### config.mk
export PLATFORM = sky130hd
export DESIGN_NAME = conf_frame_ctrl
export DESIGN_NICKNAME = d
export VERILOG_FILES = /design/src/rtl/conf_pkg.sv /design/src/rtl/conf_tmo_cnt.sv /design/src/rtl/conf_frame_ctrl.sv
export SDC_FILE = /design/constraint.sdc
export NUM_CORES = 1
export LEC_CHECK = 0
export CAP_MARGIN = 40
export CORE_MARGIN = 2
export CORE_UTILIZATION = 35
export CTS_BUF_LIST = sky130_fd_sc_hd__clkbuf_4 sky130_fd_sc_hd__clkbuf_8 sky130_fd_sc_hd__clkbuf_16
export DETAILED_ROUTE_END_ITERATION = 6
export GPL_ROUTABILITY_DRIVEN = 0
export PLACE_DENSITY = 0.64
export SLEW_MARGIN = 20
export SYNTH_ARGS = -nofsm -noshare
export SYNTH_HDL_FRONTEND = slang
export SYNTH_SLANG_ARGS = --single-unit
export TNS_END_PERCENT = 20
### constraint.sdc
create_clock -name clk -period 4.65 [get_ports clk]
set_clock_uncertainty 0.2 [all_clocks]
set_input_delay 0.93 -clock clk [delete_from_list [all_inputs] [get_ports clk]]
set_output_delay 0.93 -clock clk [all_outputs]
set_load 0.05 [all_outputs]
### src/rtl/conf_pkg.sv
// rtl/conf_pkg.sv - shared state encoding and frame defaults for the configuration frame sequencer
package conf_pkg;

    typedef enum logic [2:0] {
        S_IDLE,
        S_RX_PAYLOAD,
        S_COMMIT,
        S_TX_LOAD,
        S_TX_SHIFT,
        S_TX_START,
        S_TX_WAIT_HI,
        S_TX_WAIT_LO
    } conf_state_e;

    localparam int          N_BYTES_DEF     = 11;
    localparam logic [7:0]  HDR_BYTE_DEF    = 8'h55;
    localparam int          TIMEOUT_CYC_DEF = 50000;

endpackage

### src/rtl/conf_tmo_cnt.sv
// rtl/conf_tmo_cnt.sv - saturating counter with clear/enable; tc flags the edge on which MAX_CNT is reached
module conf_tmo_cnt #(
    parameter int W       = 16,
    parameter int MAX_CNT = 49999
) (
    input  logic clk,
    input  logic rst_n,
    input  logic clr,
    input  logic en,
    output logic tc
);

    localparam logic [W-1:0] MAX_V  = W'(MAX_CNT);
    localparam logic [W-1:0] LAST_V = W'(MAX_CNT - 1);

    logic [W-1:0] cnt_q;
    logic [W-1:0] cnt_d;

    always_comb begin
        cnt_d = cnt_q;
        if (clr) begin
            cnt_d = '0;
        end else if (en && (cnt_q != MAX_V)) begin
            cnt_d = cnt_q + 1'b1;
        end
    end

    always_ff @(posedge clk) begin
        if (!rst_n) begin
            cnt_q <= '0;
        end else begin
            cnt_q <= cnt_d;
        end
    end

    // Asserted in the cycle whose increment lands on MAX_CNT, so a clear in that cycle cancels it.
    assign tc = en && !clr && (cnt_q == LAST_V);

endmodule

### src/rtl/conf_frame_ctrl.sv
// rtl/conf_frame_ctrl.sv - receives header+payload, commits it to the config bank, then echoes it over UART TX
module conf_frame_ctrl
    import conf_pkg::*;
#(
    parameter int         N_BYTES     = N_BYTES_DEF,
    parameter logic [7:0] HDR_BYTE    = HDR_BYTE_DEF,
    parameter int         TIMEOUT_CYC = TIMEOUT_CYC_DEF
) (
    input  logic       clk,
    input  logic       rst_n,
    input  logic [7:0] rx_dw,
    input  logic       rx_valid,
    input  logic       tx_busy,
    output logic       tx_start,
    output logic       shift_rxregs,
    output logic       load_confregs,
    output logic       load_txregs,
    output logic       shift_txregs,
    output logic       frame_ok,
    output logic       frame_err,
    output logic       busy
);

    localparam int              CW        = $clog2(N_BYTES + 1);
    localparam int              TW        = $clog2(TIMEOUT_CYC);
    localparam logic [CW-1:0]   LAST_BYTE = CW'(N_BYTES - 1);

    conf_state_e   state_q, state_d;
    logic [CW-1:0] byte_cnt_q, byte_cnt_d;
    logic [CW-1:0] tx_cnt_q, tx_cnt_d;
    logic tx_start_q, tx_start_d;
    logic shift_rx_q, shift_rx_d;
    logic load_conf_q, load_conf_d;
    logic load_tx_q, load_tx_d;
    logic shift_tx_q, shift_tx_d;
    logic frame_ok_q, frame_ok_d;
    logic frame_err_q, frame_err_d;
    logic busy_q, busy_d;
    logic tmo_hit;

    conf_tmo_cnt #(
        .W       (TW),
        .MAX_CNT (TIMEOUT_CYC - 1)
    ) u_tmo (
        .clk   (clk),
        .rst_n (rst_n),
        .clr   ((state_q != S_RX_PAYLOAD) || rx_valid),
        .en    ((state_q == S_RX_PAYLOAD) && !rx_valid),
        .tc    (tmo_hit)
    );

    always_comb begin
        state_d     = state_q;
        byte_cnt_d  = byte_cnt_q;
        tx_cnt_d    = tx_cnt_q;
        tx_start_d  = 1'b0;
        shift_rx_d  = 1'b0;
        load_conf_d = 1'b0;
        load_tx_d   = 1'b0;
        shift_tx_d  = 1'b0;
        frame_ok_d  = 1'b0;
        frame_err_d = 1'b0;
        case (state_q)
            S_IDLE: begin
                if (rx_valid && (rx_dw == HDR_BYTE)) begin
                    state_d    = S_RX_PAYLOAD;
                    byte_cnt_d = '0;
                end
            end
            S_RX_PAYLOAD: begin
                if (rx_valid) begin
                    shift_rx_d = 1'b1;
                    byte_cnt_d = byte_cnt_q + 1'b1;
                    if (byte_cnt_q == LAST_BYTE) begin
                        state_d = S_COMMIT;
                    end
                end else if (tmo_hit) begin
                    frame_err_d = 1'b1;
                    state_d     = S_IDLE;
                end
            end
            S_COMMIT: begin
                load_conf_d = 1'b1;
                frame_ok_d  = 1'b1;
                state_d     = S_TX_LOAD;
            end
            S_TX_LOAD: begin
                load_tx_d = 1'b1;
                tx_cnt_d  = '0;
                state_d   = S_TX_SHIFT;
            end
            S_TX_SHIFT: begin
                shift_tx_d = 1'b1;
                state_d    = S_TX_START;
            end
            S_TX_START: begin
                tx_start_d = 1'b1;
                state_d    = S_TX_WAIT_HI;
            end
            S_TX_WAIT_HI: begin
                if (tx_busy) begin
                    state_d = S_TX_WAIT_LO;
                end
            end
            S_TX_WAIT_LO: begin
                if (!tx_busy) begin
                    tx_cnt_d = tx_cnt_q + 1'b1;
                    state_d  = (tx_cnt_q == LAST_BYTE) ? S_IDLE : S_TX_SHIFT;
                end
            end
            default: state_d = S_IDLE;
        endcase
        busy_d = (state_d != S_IDLE);
    end

    always_ff @(posedge clk) begin
        if (!rst_n) begin
            state_q     <= S_IDLE;
            byte_cnt_q  <= '0;
            tx_cnt_q    <= '0;
            tx_start_q  <= 1'b0;
            shift_rx_q  <= 1'b0;
            load_conf_q <= 1'b0;
            load_tx_q   <= 1'b0;
            shift_tx_q  <= 1'b0;
            frame_ok_q  <= 1'b0;
            frame_err_q <= 1'b0;
            busy_q      <= 1'b0;
        end else begin
            state_q     <= state_d;
            byte_cnt_q  <= byte_cnt_d;
            tx_cnt_q    <= tx_cnt_d;
            tx_start_q  <= tx_start_d;
            shift_rx_q  <= shift_rx_d;
            load_conf_q <= load_conf_d;
            load_tx_q   <= load_tx_d;
            shift_tx_q  <= shift_tx_d;
            frame_ok_q  <= frame_ok_d;
            frame_err_q <= frame_err_d;
            busy_q      <= busy_d;
        end
    end

    assign tx_start      = tx_start_q;
    assign shift_rxregs  = shift_rx_q;
    assign load_confregs = load_conf_q;
    assign load_txregs   = load_tx_q;
    assign shift_txregs  = shift_tx_q;
    assign frame_ok      = frame_ok_q;
    assign frame_err     = frame_err_q;
    assign busy          = busy_q;

endmodule

==> flow_results.org <==
** Clock network
- Number of post-CTS setup repair buffers :: 0
- Root buffer cell :: sky130_fd_sc_hd__clkbuf_8
- For this design, the CTS-stage hold fixing added 0 buffers.
- Post-cts gate resize count :: 0
- TritonCTS built the clock tree.
- Maximum buffer depth of the clock tree :: 2
- Counting every sink on the clock net gives 34.
- Total CTS buffers :: 5
- The later pin in the worst-skew pair is clocked with a latency of 290 ps.
- Htree depth :: 2
- After clock tree synthesis, the clock-pin slew on the worst setup and hold paths is 70 ps.

** Floorplanning
- Starting density of the core :: 36.0%
- Number of core rows :: 25
- The total area inside the core boundary comes to 4690 µm².
- Measured along the y axis, the die boundary spans 73.4 µm.
- The floorplan step defined a die boundary enclosing 5390 µm².
- Chip width :: 73.4 µm
- Top-Level Pins :: 20

** GRT
- Grt ovf :: 0
- Entering global routing, the biggest net connects 17 pins.
- Global-route usage over all layers :: 13.4%
- The number of antenna violations at the first check in global routing came to 0.
- The number of global-route vias before repair is 1210.
- The first global-routing pass estimated 5460 µm of wire.

** Setup path
- Slowest library cell on the worst path :: sky130_fd_sc_hd__or4_1
- The number of buffers and inverters on the critical path is 1.
- The worst setup path is of the in -> reg kind.
- Worst reg2reg setup slack :: 2390 ps
- Critical path endpoint :: u_tmo.cnt_q[13]
- Depth of the worst register-to-register path :: 4
- Worst setup SP type :: primary input
- Worst Setup End Kind :: register
- In this run the critical register-to-register path is launched from state_q[0].
- Worst path required time :: 4660 ps
- Data arrival, critical path :: 2900 ps
- Traced cell by cell, the critical path runs through clkdlybuf4s50_1, nor4b_4, nand3_1, or4_1, a21oi_1.
- Critical path fanouts, max :: 8
- In this run the critical register-to-register path is captured at u_tmo.cnt_q[13].
- Delay of the slowest critical-path stage :: 560 ps
- CP Launch Point :: rx_valid
- Cell class contributing the biggest share of worst-path delay :: simple AND/OR/NAND/NOR gates
- Counting buffers and inverters, the worst setup path is 5 cells deep.

** Logic synthesis
- In the synthesized netlist, the cells that appear most often are 34 x sky130_fd_sc_hd__dfxtp_1, 16 x sky130_fd_sc_hd__nor2_1, 13 x sky130_fd_sc_hd__a21oi_1, 12 x sky130_fd_sc_hd__nand2_1, 9 x sky130_fd_sc_hd__inv_1.
- Number of cells produced by synthesis :: 189
- Counting flops with a built-in enable in the synthesized netlist gives 0.
- Syn_nets :: 207
- Cell taking the most area after synthesis :: sky130_fd_sc_hd__dfxtp_1
- The share of synthesized area in the top cell type comes to 40.3%.
- Proportion of synthesized flip-flops having asynchronous set or reset :: 0%
- After synthesis, the cell types taking the most area are sky130_fd_sc_hd__dfxtp_1 40%, sky130_fd_sc_hd__ha_1 4.4%, sky130_fd_sc_hd__a21oi_1 3.9%, sky130_fd_sc_hd__nor2_1 3.6%, sky130_fd_sc_hd__nand2_1 2.7%.
- Flops & latches, synth :: 34
- In the synthesized netlist the dominant register cell turns out to be sky130_fd_sc_hd__dfxtp_1.
- Most common cell in the synthesized netlist :: sky130_fd_sc_hd__dfxtp_1
- Of the synthesized area, sequential elements account for 40.3%.
- Netlist area before placement :: 1690 µm²
- Yosys printed 0 warnings.
- Each instance of the synthesized netlist takes up on average 8.93 µm².
- The synthesized netlist contains 45 unique library cells.

** STA
- Adding up every negative setup slack in the final design gives 0 ps.
- Crit share post-route :: 62.0%
- The count of pins over their slew limit is 0.
- The number of endpoints with negative hold slack in the final report was 0.
- RSZ-0062 raised after global routing :: false
- Final worst path period need :: 2880 ps
- Worst Slack Setup Final :: 1770 ps
- Rel. slew slack :: 58.3%
- Worst slew pin tran :: 621 ps
- Final setup violation count :: 0
- Timing-limited maximum frequency :: 347 MHz

** Drt
- After detailed routing, the number of vias per cell comes to 5.48.
- Once detail routing completed, the nets flagged for antenna violations numbered 0.
- DRC :: 0
- The detailed router put a total of 1660 µm of wire on met1.
- The detailed router finished its first iteration with 76 violations.
- Highest Signal Layer :: met4
- The routed design uses 1480 µm of met2 wire.
- The final route contains 1447 vias.
- Drt wl/cell :: 12.6 µm
- Routed wire length :: 3340 µm
- Detailed routing placed a total of 138 µm of wire on met3.
- 1st-pass router iterations :: 4

** Job
- Number of max-cap violations :: 0

** Min path
- The tightest min-delay check is of the reg -> reg type.
- Worst hold path depth :: 2

** Cells and area
- The sequential cells in the finished layout cover a total of 681 µm².
- Final Cell Area :: 2060 µm²
- Final standard cell utilization of the core :: 43.8%
- Fill cells in the final layout number 462.
- For this run, the post-layout net count is 227.
- Relative to the synthesized area, the layout overhead comes to 21.9%.
- Layout cells sized above 1 :: 7.14%
- Area of the multi-input gates :: 947 µm²
- Inserted Diodes :: 0

** Power
- Maximum vdd drop :: 0.203 mV
- Summing internal, switching and leakage power gives 736 µW.
- In this run the power density over the cells is 358 nW/µm².
- Leak pwr :: 0.671 nW

** Placed design
- Post-placement cell area :: 1920 µm²
- Post-place setup slack :: 1470 ps
- Count of buffers from port buffering :: 19
- Placed wire-length estimate :: 2320 µm

** Status
- Outcome :: finished clean
[flip-flops by register name, indices dropped and copies added (netlist names)]
name,cells
u_tmo.cnt_q,16
byte_cnt_q,4
tx_cnt_q,4
state_q,3
busy,1
frame_err,1
frame_ok,1
load_txregs,1
shift_rxregs,1
shift_txregs,1
tx_start,1
[cells in the final DEF, fill, tap and decap left out, types with 4 or more instances in the layout]
master / instances
sky130_fd_sc_hd__nor4_1: 4
sky130_fd_sc_hd__a21oi_1: 13
sky130_fd_sc_hd__dfxtp_1: 34
sky130_fd_sc_hd__clkdlybuf4s50_1: 19
sky130_fd_sc_hd__clkbuf_8: 5
sky130_fd_sc_hd__o21ai_0: 6
sky130_fd_sc_hd__ha_1: 6
sky130_fd_sc_hd__o31ai_1: 5
sky130_fd_sc_hd__nor3_1: 7
sky130_fd_sc_hd__inv_1: 9
sky130_fd_sc_hd__or3_1: 5
sky130_fd_sc_hd__nand2_1: 12
sky130_fd_sc_hd__nand4b_1: 4
sky130_fd_sc_hd__or4_1: 6
sky130_fd_sc_hd__nand4_1: 5
sky130_fd_sc_hd__nand3_1: 7
sky130_fd_sc_hd__nor2_1: 16
[per-layer routing]
| metal | vias to the layer above | global-route usage (%) |
|---|---|---|
| li1 | 756 | - |
| met1 | 664 | 16.3 |
| met2 | 21 | 20.4 |
| met3 | 6 | 5.62 |
| met4 | 0 | 6.06 |
| met5 | - | 0 |
[power breakdown]
group | switching (mW) | total [mW] | internal [mW]
clock network | 0.116 | 0.331 | 0.215
registers | 0.0189 | 0.321 | 0.302
logic | 0.0465 | 0.0838 | 0.0373
[cells by family (layout without fill, tap and decap cells)]
logic type	count (synthesis)	after routing	share of synthesized area, %
xor+xnor	6	6	3.11
fa+ha+maj	6	6	4.45
compound gates	37	37	14.4
flops	34	34	40.3
buf+inv	15	36	3.56
mux	2	2	1.19
simple gates	89	89	33.0
[worst min path at each step]
| stage | from | endpoint | slack, ps |
|---|---|---|---|
| 6_report | u_tmo.cnt_q[14] | u_tmo.cnt_q[14] | 290 |
| 5_1_grt | u_tmo.cnt_q[14] | u_tmo.cnt_q[14] | 330 |
| 4_1_cts | u_tmo.cnt_q[14] | u_tmo.cnt_q[14] | 290 |
| 3_5_place_dp | u_tmo.cnt_q[14] | u_tmo.cnt_q[14] | 280 |
| 3_3_place_gp | u_tmo.cnt_q[14] | u_tmo.cnt_q[14] | 280 |
| 2_1_floorplan | u_tmo.cnt_q[15] | u_tmo.cnt_q[15] | 250 |
[worst reg2reg max path, stage by stage, from the launching register on]
cell	delay, ps
sky130_fd_sc_hd__dfxtp_1	600
sky130_fd_sc_hd__nor4b_4	400
sky130_fd_sc_hd__nand3_1	290
sky130_fd_sc_hd__or4_1	560
sky130_fd_sc_hd__a21oi_1	140
[metrics by stage]
| stage | instances | hold slack [ps] |
|---|---|---|
| 4_1_cts | 264 | 292 |
| 3_3_place_gp | 256 | 281 |
| 3_5_place_dp | 256 | 282 |
| 5_1_grt | 264 | 326 |
| 2_1_floorplan | 189 | 252 |
| 6_report | 264 | 292 |
[cell type report]
cell class,instances,area share [%]
multi-input combinational,140,46.0
sequential,34,33.1
timing repair buffer,19,9.25
clock buffer,5,3.35
clock inverter,3,3.35
tap,54,3.28
inverter,9,1.64
(Power assumes the default switching activity.)
